<file path="config.mk">
export PLATFORM = sky130hd
export DESIGN_NAME = sync_fifo_ctrl
export DESIGN_NICKNAME = d
export VERILOG_FILES = /design/src/rtl/sync_fifo_ctrl.sv
export SDC_FILE = /design/constraint.sdc
export NUM_CORES = 1
export LEC_CHECK = 0
export CAP_MARGIN = 10
export CORE_ASPECT_RATIO = 1.1
export CORE_MARGIN = 2
export CORE_UTILIZATION = 30
export CTS_BUF_LIST = sky130_fd_sc_hd__clkbuf_4
export CTS_CLUSTER_DIAMETER = 80
export DETAILED_ROUTE_END_ITERATION = 7
export PLACE_DENSITY = 0.73
export SLEW_MARGIN = 20
export SYNTH_ARGS = -nofsm -noshare
export SYNTH_HDL_FRONTEND = slang
export SYNTH_SLANG_ARGS = --single-unit
</file>
<file path="constraint.sdc">
create_clock -name CLK -period 4.35 [get_ports CLK]
set_input_delay 0.435 -clock CLK [delete_from_list [all_inputs] [get_ports CLK]]
set_output_delay 0.435 -clock CLK [all_outputs]
set_load 0.01 [all_outputs]
</file>
<file path="src/rtl/sync_fifo_ctrl.sv">
// Single-clock FIFO controller that sequences an external simple dual-port RAM, with a read latency of 1 cycle.
// Define SYNC_FIFO_CTRL_STICKY_ERR_EN to make OVERFLOW/UNDERFLOW hold until reset.
module sync_fifo_ctrl #(
  parameter int DWIDTH   = 32,
  parameter int AWIDTH   = 5,
  parameter int AF_LEVEL = (1 << AWIDTH) - 2,
  parameter int AE_LEVEL = 2
) (
  input  logic              CLK,
  input  logic              RST,
  input  logic              WR_EN,
  input  logic [DWIDTH-1:0] WR_DATA,
  input  logic              RD_EN,
  output logic              RD_VALID,
  output logic              FULL,
  output logic              EMPTY,
  output logic              ALMOST_FULL,
  output logic              ALMOST_EMPTY,
  output logic [AWIDTH:0]   COUNT,
  output logic              OVERFLOW,
  output logic              UNDERFLOW,
  output logic              RAM_ENA,
  output logic              RAM_WEA,
  output logic [AWIDTH-1:0] RAM_ADDRA,
  output logic [DWIDTH-1:0] RAM_DINA,
  output logic              RAM_ENB,
  output logic [AWIDTH-1:0] RAM_ADDRB
);

  localparam logic [AWIDTH:0] AF_LVL = AF_LEVEL[AWIDTH:0];
  localparam logic [AWIDTH:0] AE_LVL = AE_LEVEL[AWIDTH:0];

  logic [AWIDTH:0] wptr;
  logic [AWIDTH:0] rptr;
  logic            wr_ok;
  logic            rd_ok;

  // Flags come from registered pointers only; the MSB disambiguates full from empty.
  assign EMPTY        = (wptr == rptr);
  assign FULL         = (wptr[AWIDTH] != rptr[AWIDTH]) &&
                        (wptr[AWIDTH-1:0] == rptr[AWIDTH-1:0]);
  assign COUNT        = wptr - rptr;
  assign ALMOST_FULL  = (COUNT >= AF_LVL);
  assign ALMOST_EMPTY = (COUNT <= AE_LVL);

  assign wr_ok = WR_EN & ~FULL & ~RST;
  assign rd_ok = RD_EN & ~EMPTY & ~RST;

  assign RAM_ENA   = wr_ok;
  assign RAM_WEA   = wr_ok;
  assign RAM_ADDRA = wptr[AWIDTH-1:0];
  assign RAM_DINA  = WR_DATA;
  assign RAM_ENB   = rd_ok;
  assign RAM_ADDRB = rptr[AWIDTH-1:0];

  always_ff @(posedge CLK or posedge RST) begin
    if (RST) begin
      wptr      <= '0;
      rptr      <= '0;
      RD_VALID  <= 1'b0;
      OVERFLOW  <= 1'b0;
      UNDERFLOW <= 1'b0;
    end else begin
      if (wr_ok) wptr <= wptr + 1'b1;
      if (rd_ok) rptr <= rptr + 1'b1;
      RD_VALID <= rd_ok;
`ifdef SYNC_FIFO_CTRL_STICKY_ERR_EN
      OVERFLOW  <= OVERFLOW  | (WR_EN & FULL);
      UNDERFLOW <= UNDERFLOW | (RD_EN & EMPTY);
`else
      OVERFLOW  <= WR_EN & FULL;
      UNDERFLOW <= RD_EN & EMPTY;
`endif
    end
  end

endmodule

</file>
==> run summary, run 1 <==
The number of antenna violations at the first check in global routing is 0. Counting tap cells, the placed design contains a total of 165 instances. The half-perimeter wire length of the detailed placement result is 1820 um.

After the last flow step, the layout net total stands at 162. The cell taking the most area after synthesis is sky130_fd_sc_hd__dfrtp_1. The via count of the first global-routing pass is 762. The number of buffers inserted during clock tree synthesis is 3.

The initial core utilization came out at 0.314. The static leakage is 0.000553 uW. After the first detailed-routing iteration, the DRC count stood at 13. The cell depth of the worst hold path is 1.

The met1 wire length is 834 um. The share of total power in sequential cells came out at 0.201. The actual slew at the worst max-slew pin is 0.578 ns.

The site row count came out at 24. The internal power is 746 uW. The part of the total power dissipated in the clock network is 0.064. The path class of the tightest hold or removal check is reg -> reg.

TritonCTS built the clock tree. Sorting the synthesized cells by area gives the leading types as sky130_fd_sc_hd__dfrtp_1, sky130_fd_sc_hd__buf_4, sky130_fd_sc_hd__xnor2_1, sky130_fd_sc_hd__ha_1, sky130_fd_sc_hd__nor3b_4. The count of maximum capacitance violations came out at 0. The die is 65.5 um wide.

Timing would allow up to 308 MHz. The residual antenna-violating net count after detailed routing is 0. The fraction of the mapped netlist area in adder cells came out at 0.0863. The worst-case clock buffer depth came out at 2.

The first detailed-routing pass ran for 4 iterations. The later pin in the worst-skew pair is clocked with a latency of 0.28 ns. The overall power after layout came out at 1300 uW. The run finished with clean final reports. The sum of met3 wire segment lengths after detailed routing is 155 um.

The worst pin sits at a relative slew slack of 0.615. The worst path in the final design needs a cycle of 3.25 ns, including I/O delays and setup. The mean instance size in the synthesized netlist came out at 9.81 um2. The number of synthesized flops with an enable pin is 0. The share of async-settable or async-resettable flops after synthesis is 1.00. The area fraction in compound gates after synthesis came to 0.0412.

The post-detailed-route via-to-cell ratio came out at 4.28. The non-filler instance count after layout came out at 169. The final hold violation count was 0. The I/O pin total is 94. The number of slew-limit violations in the final report came out at 0. In this run the worst path has a maximum fanout of 5.

The combinational family with the most area after synthesis is buffers and inverters. The combinational group share of total power came out at 0.735. The die covers 4690 um2. In the final layout, the share of cells above drive strength 1 is 0.120. The period utilization came out at 0.746. The remaining design rule violation count came out at 0. After detailed routing, no signal wire sits above met4. The Yosys step of the flow raised 0 warnings. For the final database, setup skew stands at 0.000540 ns. Clock tree synthesis found a total of 15 sinks.

The worst path arrival time came out at 2.81 ns. In the post-synthesis netlist, the cell with the most instances is sky130_fd_sc_hd__buf_4. The worst path setup slack after routing is 1.10 ns. The number of H-tree levels is 1. The vias after detailed routing came out at 723. The area of the core is 3960 um2.

After clock tree synthesis, the clock-pin slew on the worst setup and hold paths is 0.08 ns. Buffers inserted to repair hold after CTS numbered 0. The post-synthesis instance area is 1250 um2. Summed over all layers, the global routing overflow is 0. The category of the worst setup path launch point is a flip-flop. The areal power density over the cells is 990 nW/um2. Sorting the synthesized cells by how often they occur yields sky130_fd_sc_hd__buf_4, sky130_fd_sc_hd__dfrtp_1, sky130_fd_sc_hd__xnor2_1. Entering global routing, the biggest net connects 16 pins. The global-route usage over all layers is 0.101. The simple-gate portion of the synthesized area is 0.154. Of the total power, the share spent switching nets is 0.424. Counting distinct cell types in the post-synthesis netlist gives 28.

The net count after synthesis is 171. The quantity of I/O buffers inserted on ports came out at 29. The xor/xnor share of the synthesized area came out at 0.111.

The peak supply drop came out at 0.000280 V. Prior to clock tree synthesis, the placed netlist has a worst setup slack of 1.42 ns. The instance count of the mapped netlist is 127.

The main flop type after synthesis is sky130_fd_sc_hd__dfrtp_1. The setup path with the least slack is of type reg -> out. The cell sitting at the root of the clock tree is a sky130_fd_sc_hd__clkbuf_4. Summed over all layers, the routed wires come to 2210 um. At the worst endpoint, the required time is 3.91 ns. For this run, the register share of the synthesized area comes to 0.301. Setup repair after global routing left no endpoint under its margin. The register bit total from synthesis is 15. Measured against the total synthesized area, the mux share comes to 0.0201. The total negative slack for setup checks came out at 0 ns. The cell depth of the worst flop-to-flop path is 6. The repair_antennas step left the layout with diodes totalling 0. The number of gates given a new drive strength after cts is 0. The post-CTS setup buffer count is 0. Setup violations remaining at the end of the flow were counted as 0.

The first global-routing pass estimated 3570 um of wire. The kind of end point of the critical path is a primary output. The sum of met2 wire segment lengths after detailed routing is 1120 um.

The detailed-route wire length per cell came out at 13.0 um. In this run the power spent charging and discharging nets is 550 uW. The filler cell count in the final layout is 417. Compared with the post-synthesis result, the final layout area differs by 5.02%. The top cell type's share of synthesized area is 0.301. The global placement routability congestion came out at 0.947. The die span in y came out at 71.6 um.
cells in the final DEF, fill, tap and decap left out, types with 3 or more instances in the layout:
master / n
sky130_fd_sc_hd__clkdlybuf4s50_1: 29
sky130_fd_sc_hd__dfrtp_1: 15
sky130_fd_sc_hd__xnor2_1: 11
sky130_fd_sc_hd__inv_1: 9
sky130_fd_sc_hd__ha_1: 7
sky130_fd_sc_hd__nand2_1: 6
sky130_fd_sc_hd__nand4_1: 5
sky130_fd_sc_hd__clkbuf_4: 4
sky130_fd_sc_hd__xor2_1: 3
sky130_fd_sc_hd__o21ai_0: 3
worst max-delay path, stage by stage (launching register included):
cell and delay (ns):
sky130_fd_sc_hd__dfrtp_1 0.44, sky130_fd_sc_hd__ha_1 0.36, sky130_fd_sc_hd__or2_2 0.32, sky130_fd_sc_hd__o211ai_1 0.12, sky130_fd_sc_hd__mux2i_1 0.21, sky130_fd_sc_hd__o311ai_1 0.18, sky130_fd_sc_hd__nor4b_1 0.30, sky130_fd_sc_hd__clkdlybuf4s50_1 0.60
cell families (layout without fill, tap and decap cells):
logic type      after synthesis  count (layout)
mux                           2               2
flops                        15              15
fa+ha+maj                     8               8
compound gates                8               8
simple gates                 27              27
xor+xnor                     15              15
buf+inv                      52              42
metal layers:
layer  vias up  GRT usage
li1        350          -
met1       340      0.107
met2        25      0.173
met3         8     0.0251
met4         0     0.0718
met5         -          0
final cells by class:
cell class                 count  area, um2  share of cell area
sequential                    15        375               0.287
tap                           52       65.1              0.0497
timing repair buffer          29        290               0.222
clock buffer                   4       30.0              0.0229
inverter                       9       33.8              0.0258
multi-input combinational     60        514               0.393
per-stage QoR:
step	util	cell area, um2	hold slack, ns
floorplan	-	1250	0.336
global placement	0.323	1280	0.518
detailed placement	0.323	1280	0.521
CTS	0.330	1310	0.533
global route	0.330	1310	0.562
finish	0.330	1310	0.529
power groups by stage:
stage	clock (uW)	combinational, uW	sequential, uW
after detailed placement	0	954	265
after global placement	0	929	262
after CTS	86.8	958	263
after global routing	93.7	1040	273
after floorplan	0	608	250
final	83.1	952	261
registers in the layout (all words and copies together), names as in the netlist:
register   flops
rptr           6
wptr           6
OVERFLOW       1
RD_VALID       1
UNDERFLOW      1
final timing paths:
check / endpoint / slack, ns / startpoint
min in group asynchronous: wptr[1] / 0.68 / RST
min: rptr[5] / 0.53 / rptr[5]
max: ALMOST_EMPTY / 1.10 / wptr[2]
min reg2reg: rptr[5] / 0.53 / rptr[5]
max in group asynchronous: wptr[2] / 3.30 / RST
max reg2reg: wptr[1] / 2.40 / rptr[3]
Power figures use the tool's default switching activity.
==> run 2, diff against run 1 <==
Settings changed: PLACE_DENSITY 0.73 to 0.76.
Clock period 4.35 ns to 2.7 ns, I/O delays scaled along.
==> run summary, run 2 (synthesized netlist as in run 1, its figures left out) <==
In the final layout, the registers with the most flip-flops are rptr: 6 flops, wptr: 6 flops. The start point of the critical path is rptr[1]. The detailed-route wire length per cell came out at 12.7 um. Of the cells placed in the final design, the portion with a size suffix greater than 1 is 0.242. The static leakage is 0.000620 uW. The worst register-to-register path has a setup slack of 0.64 ns. The number of antenna violations at the first check in global routing is 0. The global placement routability congestion is 0.803.

The worst register-to-register path begins at rptr[4]. After detailed routing, the number of vias per cell comes to 4.41. For this block, the routed nets add up to 2290 um of wire.

Clock skew on the completed layout was measured at 0.00657 ns. The worst setup path is launched from a flip-flop. The worst setup path is captured at a primary output. For the pin with the worst max-slew slack, the measured transition is 0.575 ns. The critical path goes through inv_2 -> ha_1 -> or2_2 -> o211ai_1 -> mux2i_1 -> o311ai_2 -> buf_4 -> a41o_1 -> clkbuf_2.

The detailed router placed 794 vias in this run. The global-route wire length before repair came out at 3820 um. The top cell types in the final layout, fill and taps aside, are sky130_fd_sc_hd__clkdlybuf4s50_1, sky130_fd_sc_hd__dfrtp_1, sky130_fd_sc_hd__xnor2_1, sky130_fd_sc_hd__buf_4, sky130_fd_sc_hd__inv_1. The quantity of I/O buffers inserted on ports came out at 29. The cell family with the largest share of critical-path delay is compound AO/OA/AOI/OAI gates. The layout overhead on the synthesized area is 13.1%. The worst hold path belongs to the class in -> async. The worst hold-check slack is 0.521 ns. The via count of the first global-routing pass came out at 813. The tool flagged a number of max-cap violations equal to 0. The critical path runs through a total of 9 cells. The number of diodes added for antenna fixing came out at 0.

The die span in y is 71.6 um. The normalized max-slew margin is 0.616. The first detailed-routing pass ran for 3 iterations. The capturing point of the worst reg2reg path is wptr[1]. The remaining design rule violation count came out at 0. The count of buffering cells on the critical path with inverters included came out at 3. The area enclosed by the die boundary came out at 4690 um2. The number of slew-limit violations in the final report was 0.

After the last flow step, the layout net total stands at 173. The cell depth of the worst flop-to-flop path came out at 7. Once detail routing completed, the nets flagged for antenna violations numbered 0. The number of hold-repair buffers added at the cts stage came out at 0. The period utilization came out at 0.991. The worst-case clock buffer depth came out at 2. The number of buffers inserted during clock tree synthesis came out at 3. After clock tree synthesis, the clock-pin slew on the worst setup and hold paths is 0.09 ns. Setup repair after global routing could not meet its margin everywhere. The final global-route overflow total is 0. The count of clock tree sinks is 15.

Timing would allow up to 374 MHz. TritonCTS built the clock tree. Across every metal layer, demand over resource in global routing totals 0.105. The commonest non-fill, non-tap cell in the layout is sky130_fd_sc_hd__clkdlybuf4s50_1. The initial utilization of the core area, before any placement, comes to 0.314. The timing endpoint of the critical path is ALMOST_FULL.

The final hold violation count came out at 0. Fill cells in the final layout number 423. The areal power density over the cells came out at 1580 nW/um2. The data required time at the worst endpoint is 2.43 ns.

In this run the clock root is driven by a sky130_fd_sc_hd__clkbuf_4. In this run the worst path has a maximum fanout of 4. By startpoint and endpoint, the worst setup path is classified as reg -> out. The iteration-0 DRC count of the detailed router came out at 6. The run finished with clean final reports.

Entering global routing, the biggest net connects 16 pins. Measured on the finished design, the core utilization comes to 0.355. The half-perimeter wire length of the detailed placement result came out at 1790 um. The later pin in the worst-skew pair is clocked with a latency of 0.29 ns.

The time the final worst path needs with I/O delays and setup is 2.68 ns. In this run the core area contains 24 standard-cell rows. Setup violations remaining at the end of the flow were counted as 0. The slowest stage of the critical path belongs to the cell sky130_fd_sc_hd__dfrtp_1. For the worst setup path, the data arrival time is 2.41 ns. The I/O pin total is 94. The delay of the slowest cell on the worst path is 0.39 ns.

The area of the core is 3960 um2. The number of H-tree levels came out at 1. In this run the horizontal extent of the chip is 65.5 um. IR analysis of the VDD net gives a maximum drop of 0.00106 V.
[run 2: how the worst min path moves through the flow]
stage                              end         from
after global routing      RAM_DINA[13]  WR_DATA[13]
after detailed placement       rptr[5]      rptr[5]
final                          wptr[5]          RST
after CTS                      rptr[5]      rptr[5]
after global placement         rptr[5]      rptr[5]
after floorplan               OVERFLOW          RST
[run 2: what timing repair did]
item                       in CTS  in global routing
buffers inserted                0                  3
setup endpoints to repair       3                  6
gates cloned                    0                  0
gates resized for setup         3                  9
pin swaps                       0                  2
[run 2: power by group]
part	internal (uW)	switching, uW	total (uW)	leakage [uW]
clock network	67.4	73.4	141	0.0000184
registers	310	81.2	391	0.000190
logic	895	804	1700	0.000411
total	1270	959	2230	0.000620
[run 2: final cells by class]
| class | count | area, um2 | share of cell area |
|---|---|---|---|
| clock buffer | 4 | 30.0 | 0.0213 |
| inverter | 9 | 33.8 | 0.0240 |
| multi-input combinational | 60 | 541 | 0.384 |
| sequential | 15 | 375 | 0.266 |
| tap | 52 | 65.1 | 0.0462 |
| timing repair buffer | 40 | 364 | 0.258 |
[run 2: metal layers]
metal  global-route usage  wire (um)  vias to the layer above  share of wire
li1                     -          -                      380              -
met1                0.127        892                      372           0.39
met2                0.173       1140                       28           0.50
met3               0.0157        192                       14          0.084
met4               0.0694         73                        0          0.032
met5                    0          0                        -              0
[run 2: metrics by stage]
step | cell area [um2] | total power, uW | setup TNS, ns | setup WS, ns | cells
4_1_cts | 1370 | 2180 | -0.0396 | -0.0396 | 177
5_1_grt | 1410 | 2410 | -0.190 | -0.0627 | 180
2_1_floorplan | 1250 | 1380 | 0 | 0.389 | 127
3_3_place_gp | 1340 | 2060 | 0 | 0.101 | 173
3_5_place_dp | 1340 | 2070 | 0 | 0.0650 | 173
6_report | 1410 | 2230 | 0 | 0.0248 | 180
[run 2: worst reg2reg max path: stages (launching register included)]
cell	delay [ns]
sky130_fd_sc_hd__dfrtp_1	0.42
sky130_fd_sc_hd__inv_1	0.06
sky130_fd_sc_hd__ha_1	0.41
sky130_fd_sc_hd__nand4_1	0.18
sky130_fd_sc_hd__nor3b_2	0.32
sky130_fd_sc_hd__nor3b_4	0.09
sky130_fd_sc_hd__buf_4	0.17
sky130_fd_sc_hd__mux2_4	0.30
==> run 3, diff against run 2 <==
Settings changed: CORE_MARGIN 2 to not set, CORE_UTILIZATION 30 to 26, PLACE_DENSITY 0.76 to 0.67.
==> run summary, run 3 (synthesized netlist as in run 1, its figures left out) <==
The run finished with clean final reports. The static leakage came out at 0.000648 uW. Setup repair after global routing could not meet its margin everywhere. In this run the clock root is driven by a sky130_fd_sc_hd__clkbuf_4.

TritonCTS built the clock tree. The area enclosed by the die boundary came out at 5070 um2. The critical-path maximum fanout came out at 6. The global-route usage over all layers is 0.112. The kind of end point of the critical path is a primary output.

The final hold violation count came out at 0. The number of nets in the finished design came out at 177. The largest registers in the layout are rptr: 6 flops, wptr: 6 flops.

The worst path arrival time came out at 2.32 ns. The number of slew-limit violations in the final report is 0. Clock latency on the worst-skew pair, taken at its later pin, is 0.29 ns. Leaving out fill and tap cells, the most frequent cells in the layout are sky130_fd_sc_hd__clkdlybuf4s50_1, sky130_fd_sc_hd__dfrtp_1, sky130_fd_sc_hd__buf_4. The residual antenna-violating net count after detailed routing is 0. The remaining design rule violation count came out at 0. The setup check on the worst reg-to-reg path leaves a slack of 0.60 ns. The site row count came out at 26.

The worst register-to-register path begins at rptr[4]. The number of failing setup endpoints in the final timing report is 0. For this run, global-route usage on met2 was measured as 0.192. The I/O pin total is 94. During placement, the flow inserted port buffers numbering 29. The worst setup skew after layout is 0.000333 ns. Measured in cells, the most critical reg-to-reg path has a length of 8. The die span in y is 74.6 um. The routed wire length came out at 2540 um. The iteration-0 DRC count of the detailed router is 16. After global routing, the most crowded layer is met2.

The data required time at the worst endpoint came out at 2.43 ns. Leaving out fill and tap cells, the most frequent cell in the layout is sky130_fd_sc_hd__clkdlybuf4s50_1. Power comes to 2310 uW. The initial core utilization is 0.270. The filler cell count in the final layout came out at 494. Clock tree synthesis inserted a total of 3 buffers.

The met1 track demand over resource is 0.125. The number of antenna violations at the first check in global routing is 0. The via count of the first global-routing pass is 853. The post-detailed-route via-to-cell ratio came out at 4.35. The count of maximum capacitance violations came out at 0. The routed layout has 817 vias.

The half-perimeter wire length of the detailed placement result is 1970 um. The share of final-layout standard cells stronger than drive strength 1 is 0.273. In the final routed layout, each cell accounts on average for 13.5 um. The time the final worst path needs with I/O delays and setup is 2.59 ns. The worst path setup slack after routing came out at 0.105 ns. The worst hold-check slack came out at 0.508 ns. The longest clock path from root to sink contains 2 buffers. The achievable frequency is 385 MHz.

The number of H-tree levels is 1. The number of iterations in the first detailed-routing pass is 4. The core region is 4620 um2. The width of the die came out at 68.0 um. The worst slack at placement is 0.119 ns. The period utilization is 0.961.

The peak supply drop is 0.000491 V. The critical path is of the reg -> out type. The worst pin sits at a relative slew slack of 0.609. The worst register-to-register path ends at wptr[1].

The first global-routing pass estimated 4070 um of wire. The met3 layer usage reported by global route came out at 0.0197. After clock tree synthesis, the clock-pin slew on the worst setup and hold paths is 0.10 ns.

The worst hold path belongs to the class in -> async. CTS saw 15 sinks. The number of diodes added for antenna fixing came out at 0. The congestion estimate from routability-driven global placement came to 0.862.

After global routing the overflow that remains totals 0. The category of the worst setup path launch point is a flip-flop. The areal power density over the cells came out at 1600 nW/um2. The largest net degree at the start of global routing came out at 16. For the pin with the worst max-slew slack, the measured transition is 0.586 ns. The layout overhead on the synthesized area is 16.2%.
[run 3: how the worst max path moves through the flow]
stage / from / to / slack [ns] / depth (start not counted)
floorplan: wptr[2] / ALMOST_EMPTY / 0.39 / 6
global placement: wptr[2] / ALMOST_EMPTY / 0.17 / 7
detailed placement: wptr[0] / ALMOST_EMPTY / 0.12 / 9
CTS: wptr[2] / ALMOST_FULL / 0.02 / 8
global route: rptr[2] / ALMOST_FULL / -0.02 / 9
finish: rptr[4] / FULL / 0.11 / 6
[run 3: critical path, cell delays in order (launching register included)]
cell	delay (ns)
sky130_fd_sc_hd__dfrtp_1	0.42
sky130_fd_sc_hd__inv_1	0.07
sky130_fd_sc_hd__ha_2	0.42
sky130_fd_sc_hd__nand4_1	0.11
sky130_fd_sc_hd__buf_4	0.17
sky130_fd_sc_hd__nor3b_4	0.25
sky130_fd_sc_hd__clkdlybuf4s50_1	0.59
[run 3: cell type report]
cell class	count	area, um2	share of cell area
clock buffers	3	22.5	0.0156
clock inverters	1	5.00	0.00346
inverters	9	33.8	0.0233
multi-input cells	60	551	0.380
flip-flops and latches	15	375	0.259
well taps	56	70.1	0.0484
repair buffers	44	390	0.270
[run 3: timing repair]
action,CTS,global route
resized for setup,3,13
setup buffers,2,3
gates cloned,0,0
hold buffers,0,0
pin swaps,1,2
setup endpoints to repair,5,8
[run 3: power by group]
group / leakage (uW) / switching (uW) / total, uW / internal [uW]
clock: 0.0000177 / 80.1 / 135 / 55.1
combinational: 0.000440 / 842 / 1800 / 961
sequential: 0.000190 / 65.8 / 376 / 310
[run 3: layer usage]
layer  vias to the layer above  routed length (um)
li1                        387                   -
met1                       401                1050
met2                        23                1310
met3                         6                 132
met4                         0                  47
met5                         -                   0
[run 3: stage by stage]
stage,std cells,setup TNS (ns),util,area (um2)
floorplan,127,0,-,1250
global placement,179,0,0.294,1360
detailed placement,179,0,0.294,1360
CTS,185,0,0.303,1400
global route,188,-0.0171,0.313,1450
finish,188,0,0.313,1450
